`config.mk`:
```
export PLATFORM = sky130hd
export DESIGN_NAME = avalon_st_result_assembler
export DESIGN_NICKNAME = d
export VERILOG_FILES = /design/src/rtl/avalon_st_result_assembler.sv
export SDC_FILE = /design/constraint.sdc
export NUM_CORES = 1
export LEC_CHECK = 0
export CORE_MARGIN = 5
export CORE_UTILIZATION = 48
export CTS_CLUSTER_SIZE = 28
export DETAILED_ROUTE_END_ITERATION = 7
export PLACE_DENSITY = 0.88
export SKIP_CTS_REPAIR_TIMING = 1
export SLEW_MARGIN = 20
export SYNTH_ARGS = -nofsm -noshare
export SYNTH_HDL_FRONTEND = slang
export SYNTH_SLANG_ARGS = --single-unit
```
`constraint.sdc`:
```
create_clock -name clk -period 4 [get_ports clk]
set_clock_uncertainty 0.05 [all_clocks]
set_input_delay 1.2 -clock clk [delete_from_list [all_inputs] [get_ports clk]]
set_output_delay 1.2 -clock clk [all_outputs]
set_load 0.02 [all_outputs]
```
`src/rtl/avalon_st_result_assembler.sv`:
```
// Reassembles an SOP/EOP-framed byte stream into one little-endian wide result word.
// The word is presented on a valid/ready output together with the beat count and a length-error flag.
module avalon_st_result_assembler #(
  parameter  int DSZ    = 8,
  parameter  int OSZ    = 64,
  localparam int NBYTES = OSZ / DSZ,
  localparam int LW     = $clog2(NBYTES + 2)
) (
  input  logic           clk,
  input  logic           _rst,
  input  logic [DSZ-1:0] in_data,
  input  logic           in_valid,
  output logic           in_ready,
  input  logic           in_sop,
  input  logic           in_eop,
  output logic [OSZ-1:0] out_data,
  output logic           out_valid,
  input  logic           out_ready,
  output logic [LW-1:0]  out_len,
  output logic           out_err,
  output logic [7:0]     orphan_cnt
);

  typedef enum logic [1:0] {IDLE, COLLECT, HOLD} state_t;

  state_t         state, state_next;
  logic [OSZ-1:0] data_q, data_d;
  logic [LW-1:0]  count_q, count_d;
  logic [7:0]     orphan_q, orphan_d;
  logic           accept;

  assign in_ready = !_rst && (state != HOLD);
  assign accept   = in_valid && in_ready;

  always_ff @(posedge clk or posedge _rst) begin
    if (_rst) begin
      state <= IDLE;
    end else begin
      state <= state_next;
    end
  end

  // An SOP seen while collecting abandons the open packet and restarts, so COLLECT only leaves on EOP.
  always_comb begin
    state_next = state;
    case (state)
      IDLE: begin
        if (accept && in_sop) begin
          state_next = in_eop ? HOLD : COLLECT;
        end
      end
      COLLECT: begin
        if (accept && in_eop) begin
          state_next = HOLD;
        end
      end
      HOLD: begin
        if (out_ready) begin
          state_next = IDLE;
        end
      end
      default: state_next = IDLE;
    endcase
  end

  always_comb begin
    out_valid  = (state == HOLD);
    out_err    = (state == HOLD) && (count_q != LW'(NBYTES));
    out_data   = data_q;
    out_len    = count_q;
    orphan_cnt = orphan_q;
  end

  always_comb begin
    data_d   = data_q;
    count_d  = count_q;
    orphan_d = orphan_q;
    if (accept) begin
      if (in_sop) begin
        data_d            = '0;
        data_d[DSZ-1:0]   = in_data;
        count_d           = LW'(1);
        if (state == COLLECT && orphan_q != 8'hFF) begin
          orphan_d = orphan_q + 8'd1;
        end
      end else if (state == COLLECT) begin
        // Beats beyond NBYTES match no lane here and are dropped, but still counted.
        for (int k = 0; k < NBYTES; k++) begin
          if (count_q == LW'(k)) begin
            data_d[k*DSZ +: DSZ] = in_data;
          end
        end
        if (count_q < LW'(NBYTES + 1)) begin
          count_d = count_q + LW'(1);
        end
      end else if (orphan_q != 8'hFF) begin
        orphan_d = orphan_q + 8'd1;
      end
    end
  end

  always_ff @(posedge clk or posedge _rst) begin
    if (_rst) begin
      data_q   <= '0;
      count_q  <= '0;
      orphan_q <= '0;
    end else begin
      data_q   <= data_d;
      count_q  <= count_d;
      orphan_q <= orphan_d;
    end
  end

endmodule
```
==> impl_metrics.json, run 1 <==
{
  "run_status": "completed",
  "rows": 30,
  "synth.avg_cell_area_um2": 12.0,
  "core-area_um2": 6790,
  "synth_cells": 279,
  "syn_area_um2": 3350,
  "hpwl_um": 5700,
  "cp_top_family": "buffers and inverters",
  "ys_seq_elements": 78,
  "viasPerCell": 5.13,
  "cp_slowest_stage_delay_ps": 610,
  "die_h_um": 93.6,
  "cts_made_buffers": 9,
  "critPathCaptureType": "primary output",
  "area_growth_pct": 37.9,
  "root_buffer": "clkbuf_8",
  "ys.flop_type": "dfrtp_1",
  "overflow": 0,
  "rsz0062_at_grt": "false",
  "synth_xor_area_share_pct": 1.04,
  "htreeDepth": 3,
  "cts.path.max_buffers": 2,
  "hold_class": "reg2reg",
  "startpoint_type": "primary input",
  "synth-simple-area-share_pct": 13.7,
  "ys_warn_count": 0,
  "drt_pass1_iterations": 4,
  "synth-compound-area-share_pct": 8.95,
  "grt_pass1_vias": 2679,
  "num-nets-final": 401,
  "synth_edf_count": 0,
  "io_buffers": 92,
  "synth-adder-area-share_pct": 2.24,
  "gp_congestion": 0.852,
  "synth.area.mux_share_pct": 14.1,
  "wire_per_inst_um": 16.3,
  "relSlewSlack_pct": 65.3,
  "synth_top_family_by_area": "multiplexers",
  "clk_latency_ps": 350,
  "crit_top_cell": "clkdlybuf4s50_1",
  "wl_um": 7870,
  "ys_seq_area_share_pct": 58.2,
  "tightest_slew_ps": 520,
  "start_util_pct": 49.4,
  "drt_iter0_drc": 85,
  "period_share_pct": 91.5,
  "slew_viol_final": 0,
  "layout-drive-gt1-share_pct": 18.9,
  "utilization_pct": 68.1,
  "hold_viol": 0,
  "die_w_um": 93.6,
  "power_density_nw_per_um2": 666,
  "drc": 0,
  "yosysUniqueCellTypes": 38,
  "path_cells": "clkdlybuf4s50_1 > nor2_1 > clkdlybuf4s50_1",
  "cp_max_fo": 4,
  "setup_viol": 0,
  "antenna_found_initial": 0,
  "track_usage_pct": 19.9,
  "grt_max_degree": 35,
  "crit_buf_inv": 2,
  "grt_pass1_wl_um": 13500,
  "leakage_nw": 2.01,
  "via_count": 2471,
  "io_pins": 93,
  "syn_nets": 299,
  "irDropWorstVdd_v": 0.000386,
  "path_class": "in2out",
  "numClockSinks": 78,
  "fin_setup_tns_ps": 0,
  "fin_crit_ps": 3660,
  "postRouteAntennaNets": 0,
  "worstPathArrival_ps": 2410,
  "antennaDiodeCount": 0,
  "clk_pin_slew_ps": 70,
  "clock.fmax_ghz": 0.273,
  "die-area_um2": 8760,
  "cp_slowest_cell": "clkdlybuf4s50_1",
  "synth-async-reset-ratio_pct": 100,
  "finalPower_mw": 3.08,
  "cts_tree": "built",
  "critPathRequiredTime_ps": 2750,
  "max_cap_violations": 0
}
[cells in the final DEF, fill, tap and decap left out, drive strengths merged, types with 2 or more instances in the layout]
master / instances
clkdlybuf4s50: 92
dfrtp: 78
mux2: 42
o21ai: 31
nand2: 28
nor2: 15
clkbuf: 12
nor2b: 10
nand2b: 10
inv: 8
nand3: 6
ha: 6
buf: 6
a21oi: 6
and3: 5
xor2: 4
a31oi: 4
nor3: 3
o22ai: 2
o22a: 2
clkinv: 2
bufinv: 2
nor4: 2
[per-layer routing]
metal,share of wire (%),routed length [um],vias to the layer above,GRT usage [%]
met3,6.9,544,14,7.16
met4,2.0,155,0,7.46
met1,43,3420,1205,25.2
met5,0,0,-,2.56
li1,-,-,1178,-
met2,48,3750,74,31.3
[tightest hold or removal path: cells and delay by family (launching register included)]
family / cells / cell delay, ps
AND/OR/NAND/NOR: 1 / 40
AO/OA/AOI/OAI: 1 / 60
flip-flops: 1 / 350
[kinds of logic (layout without fill, tap and decap cells)]
| kind of cell | Yosys count | count (layout) |
|---|---|---|
| AND/OR/NAND/NOR | 83 | 83 |
| flip-flops | 78 | 78 |
| AO/OA/AOI/OAI | 51 | 51 |
| multiplexers | 42 | 42 |
| buffers and inverters | 15 | 122 |
| adder cells (fa/ha/maj) | 6 | 6 |
| XOR/XNOR | 4 | 4 |
[through the flow]
step | worst slack, ps | area (um^2) | std cells | hold WS (ps)
6_report | 341 | 4630 | 482 | 434
2_1_floorplan | 755 | 3350 | 279 | 490
4_1_cts | 329 | 4630 | 482 | 440
3_3_place_gp | 366 | 4410 | 466 | 410
3_5_place_dp | 330 | 4410 | 466 | 424
5_1_grt | 295 | 4630 | 482 | 464
[area by class of cell]
cell class                 count  area, um^2
clock buffer                  12         145
sequential                    78        1950
multi-input combinational    186        1340
fill                         494        2170
timing repair buffer          98         966
clock inverter                 4        70.1
tap                           96         120
inverter                       8        30.0
[worst paths after layout]
kind	endpoint	startpoint	cells past startpoint	slack, ps
max reg2reg	out_data[6]$_DFFE_PP0P_	out_len[0]$_DFFE_PP0P_	5	2000
max	in_ready	_rst	3	340
min reg2reg	out_data[24]$_DFFE_PP0P_	out_data[24]$_DFFE_PP0P_	2	430
min	out_data[24]$_DFFE_PP0P_	out_data[24]$_DFFE_PP0P_	2	430
min in group asynchronous	out_len[3]$_DFFE_PP0P_	_rst	2	1240
max in group asynchronous	orphan_cnt[5]$_DFFE_PP0P_	_rst	3	1830
[state kept, by name, indices dropped and copies added (netlist names)]
register	flops
out_data	64
orphan_cnt	8
state	2
out_len	4
[synthesized netlist by cell type, types with 2 or more instances]
cell type,number,share of area (%)
a21oi_1,5,0.75
a31oi_1,3,0.56
and3_1,5,0.93
clkbuf_1,5,0.56
dfrtp_1,78,58
ha_1,6,2.2
inv_1,8,0.90
mux2_2,42,14
nand2_1,28,3.1
nand2b_1,9,1.7
nand3_1,6,0.90
nor2_1,11,1.2
nor2_4,4,1.3
nor2b_1,10,1.9
nor3_1,3,0.45
o21ai_0,27,4.0
o21ai_1,3,0.45
o22a_1,2,0.52
o22ai_1,2,0.37
xor2_1,4,1.0
[power breakdown]
part / switching, mW / internal, mW / total, mW
combinational: 0.622 / 0.613 / 1.24
clock: 0.276 / 0.367 / 0.643
sequential: 0.173 / 1.03 / 1.20
total: 1.07 / 2.01 / 3.08
(Power assumes the default switching activity.)
==> inputs of run 2 (changes only) <==
--- a/config.mk
+++ b/config.mk
@@ -5,11 +5,13 @@
 export SDC_FILE = /design/constraint.sdc
 export NUM_CORES = 1
 export LEC_CHECK = 0
+export CORE_ASPECT_RATIO = 0.9
 export CORE_MARGIN = 5
-export CORE_UTILIZATION = 48
+export CORE_UTILIZATION = 62
 export CTS_CLUSTER_SIZE = 28
 export DETAILED_ROUTE_END_ITERATION = 7
-export PLACE_DENSITY = 0.88
+export DONT_BUFFER_PORTS = 1
+export PLACE_DENSITY = 0.86
 export SKIP_CTS_REPAIR_TIMING = 1
 export SLEW_MARGIN = 20
 export SYNTH_ARGS = -nofsm -noshare
==> run 2 against run 1 <==
  * Non-clock buffer count shrank 96
  * First-iteration DRC count shrank 35%
  * Worst setup slack gained 560 ps
  * Die area shrank 20%
  * Register-to-register slack lost 340 ps
  * Sequential power grew 29%
  * Global-route usage grew 2.6 points
  * Via count shrank 15%
  * Largest cell class unchanged
==> impl_metrics.json, run 2 (synthesized netlist as in run 1, its figures left out) <==
{
  "run_status": "completed",
  "finalPower_mw": 2.45,
  "start_util_pct": 63.8,
  "clk_pin_slew_ps": 70,
  "irDropWorstVdd_v": 0.000391,
  "critPathCaptureType": "primary output",
  "critPathRequiredTime_ps": 2750,
  "cts.path.max_buffers": 2,
  "core-area_um2": 5260,
  "viasPerCell": 5.95,
  "layout-drive-gt1-share_pct": 24.0,
  "drt_pass1_iterations": 4,
  "worstPathArrival_ps": 1850,
  "num-fill-cells": 386,
  "tightest_slew_ps": 969,
  "clock.fmax_ghz": 0.322,
  "grt_pass1_vias": 2278,
  "die_w_um": 87.5,
  "io_buffers": 0,
  "postRouteAntennaNets": 0,
  "setup_viol": 0,
  "track_usage_pct": 22.6,
  "io_pins": 93,
  "grt_max_degree": 39,
  "area_growth_pct": 6.90,
  "die_h_um": 79.8,
  "htreeDepth": 3,
  "period_share_pct": 77.6,
  "overflow": 0,
  "drt_iter0_drc": 55,
  "num-nets-final": 305,
  "hold_class": "reg2reg",
  "die-area_um2": 6980,
  "path_class": "reg2out",
  "leakage_nw": 1.62,
  "largest_reg_flops": 64,
  "hold_viol": 0,
  "hpwl_um": 5230,
  "max_cap_violations": 0,
  "antenna_found_initial": 0,
  "wire_per_inst_um": 20.2,
  "slew_viol_final": 0,
  "root_buffer": "clkbuf_8",
  "grt_pass1_wl_um": 11800,
  "fin_setup_tns_ps": 0,
  "gp_congestion": 0.817,
  "ff2ff_path_depth": 5,
  "fin_crit_ps": 3100,
  "fin_ws_ps": 898,
  "startpoint_type": "flop",
  "cp_max_fo": 6,
  "wl_um": 7160,
  "drc": 0,
  "clk_latency_ps": 340,
  "numClockSinks": 78,
  "rows": 25,
  "final_cell_mix": "dfrtp_1, mux2_2, nand2_1, o21ai_0, nor2_1",
  "rsz0062_at_grt": "false",
  "holdPathStages": 1,
  "via_count": 2111,
  "layout_commonest_cell": "dfrtp_1",
  "relSlewSlack_pct": 35.0,
  "cts_made_buffers": 9,
  "power_density_nw_per_um2": 682,
  "place_ws_ps": 1240,
  "antennaDiodeCount": 0,
  "cts_tree": "built"
}
-- run 2: changes by cell type in the layout (fill, tap and decap cells not counted), sizes merged --
cell and change:
clkdlybuf4s50 -92, buf -4, bufinv -2, clkbuf -2, clkinvlp +2
-- run 2: layer usage --
metal	GRT usage [%]	vias to the layer above	share of wire (%)
met5	0	-	0
met4	5.98	0	0.99
met3	12.2	6	11
met2	36.4	85	50
met1	26.2	1043	38
li1	-	977	-
-- run 2: path summary, 6_finish.rpt --
check / slack, ps / startpoint / endpoint
setup / recovery: 900 / out_len[0]$_DFFE_PP0P_ / out_err
hold / removal: 560 / state[1]$_DFFE_PP0P_ / state[0]$_DFFE_PP0P_
setup reg to reg: 1660 / out_len[0]$_DFFE_PP0P_ / out_data[22]$_DFFE_PP0P_
hold reg to reg: 560 / state[1]$_DFFE_PP0P_ / state[0]$_DFFE_PP0P_
max in group asynchronous: 2260 / _rst / out_data[42]$_DFFE_PP0P_
min in group asynchronous: 840 / _rst / out_data[22]$_DFFE_PP0P_
-- run 2: layout make-up --
type | count | area (um^2) | share of cell area (%)
Sequential cell | 78 | 1950 | 54.4
Multi-Input combinational cell | 186 | 1340 | 37.4
Clock buffer | 10 | 138 | 3.84
Tap cell | 67 | 83.8 | 2.34
Inverter | 8 | 30.0 | 0.837
Clock inverter | 4 | 25.0 | 0.698
Timing Repair Buffer | 2 | 15.0 | 0.419
-- run 2: power breakdown --
group | leakage [nW] | internal, mW | total, mW | switching (mW)
Combinational | 0.539 | 0.200 | 0.399 | 0.198
Clock | 0.0800 | 0.233 | 0.494 | 0.261
Sequential | 1.00 | 1.03 | 1.55 | 0.527
Total | 1.62 | 1.46 | 2.45 | 0.987
-- run 2: through the flow --
step	area, um^2	std cells	util, %	hold WS (ps)
2_1_floorplan	3350	279	-	490
3_3_place_gp	3420	341	65.1	515
3_5_place_dp	3420	341	65.1	554
4_1_cts	3590	355	68.2	559
5_1_grt	3590	355	68.2	587
6_report	3590	355	68.2	558
-- run 2: critical path, cell delays in order (launching register included) --
cell and delay [ps]:
dfrtp_1 590, inv_1 180, ha_1 270, a31oi_1 470
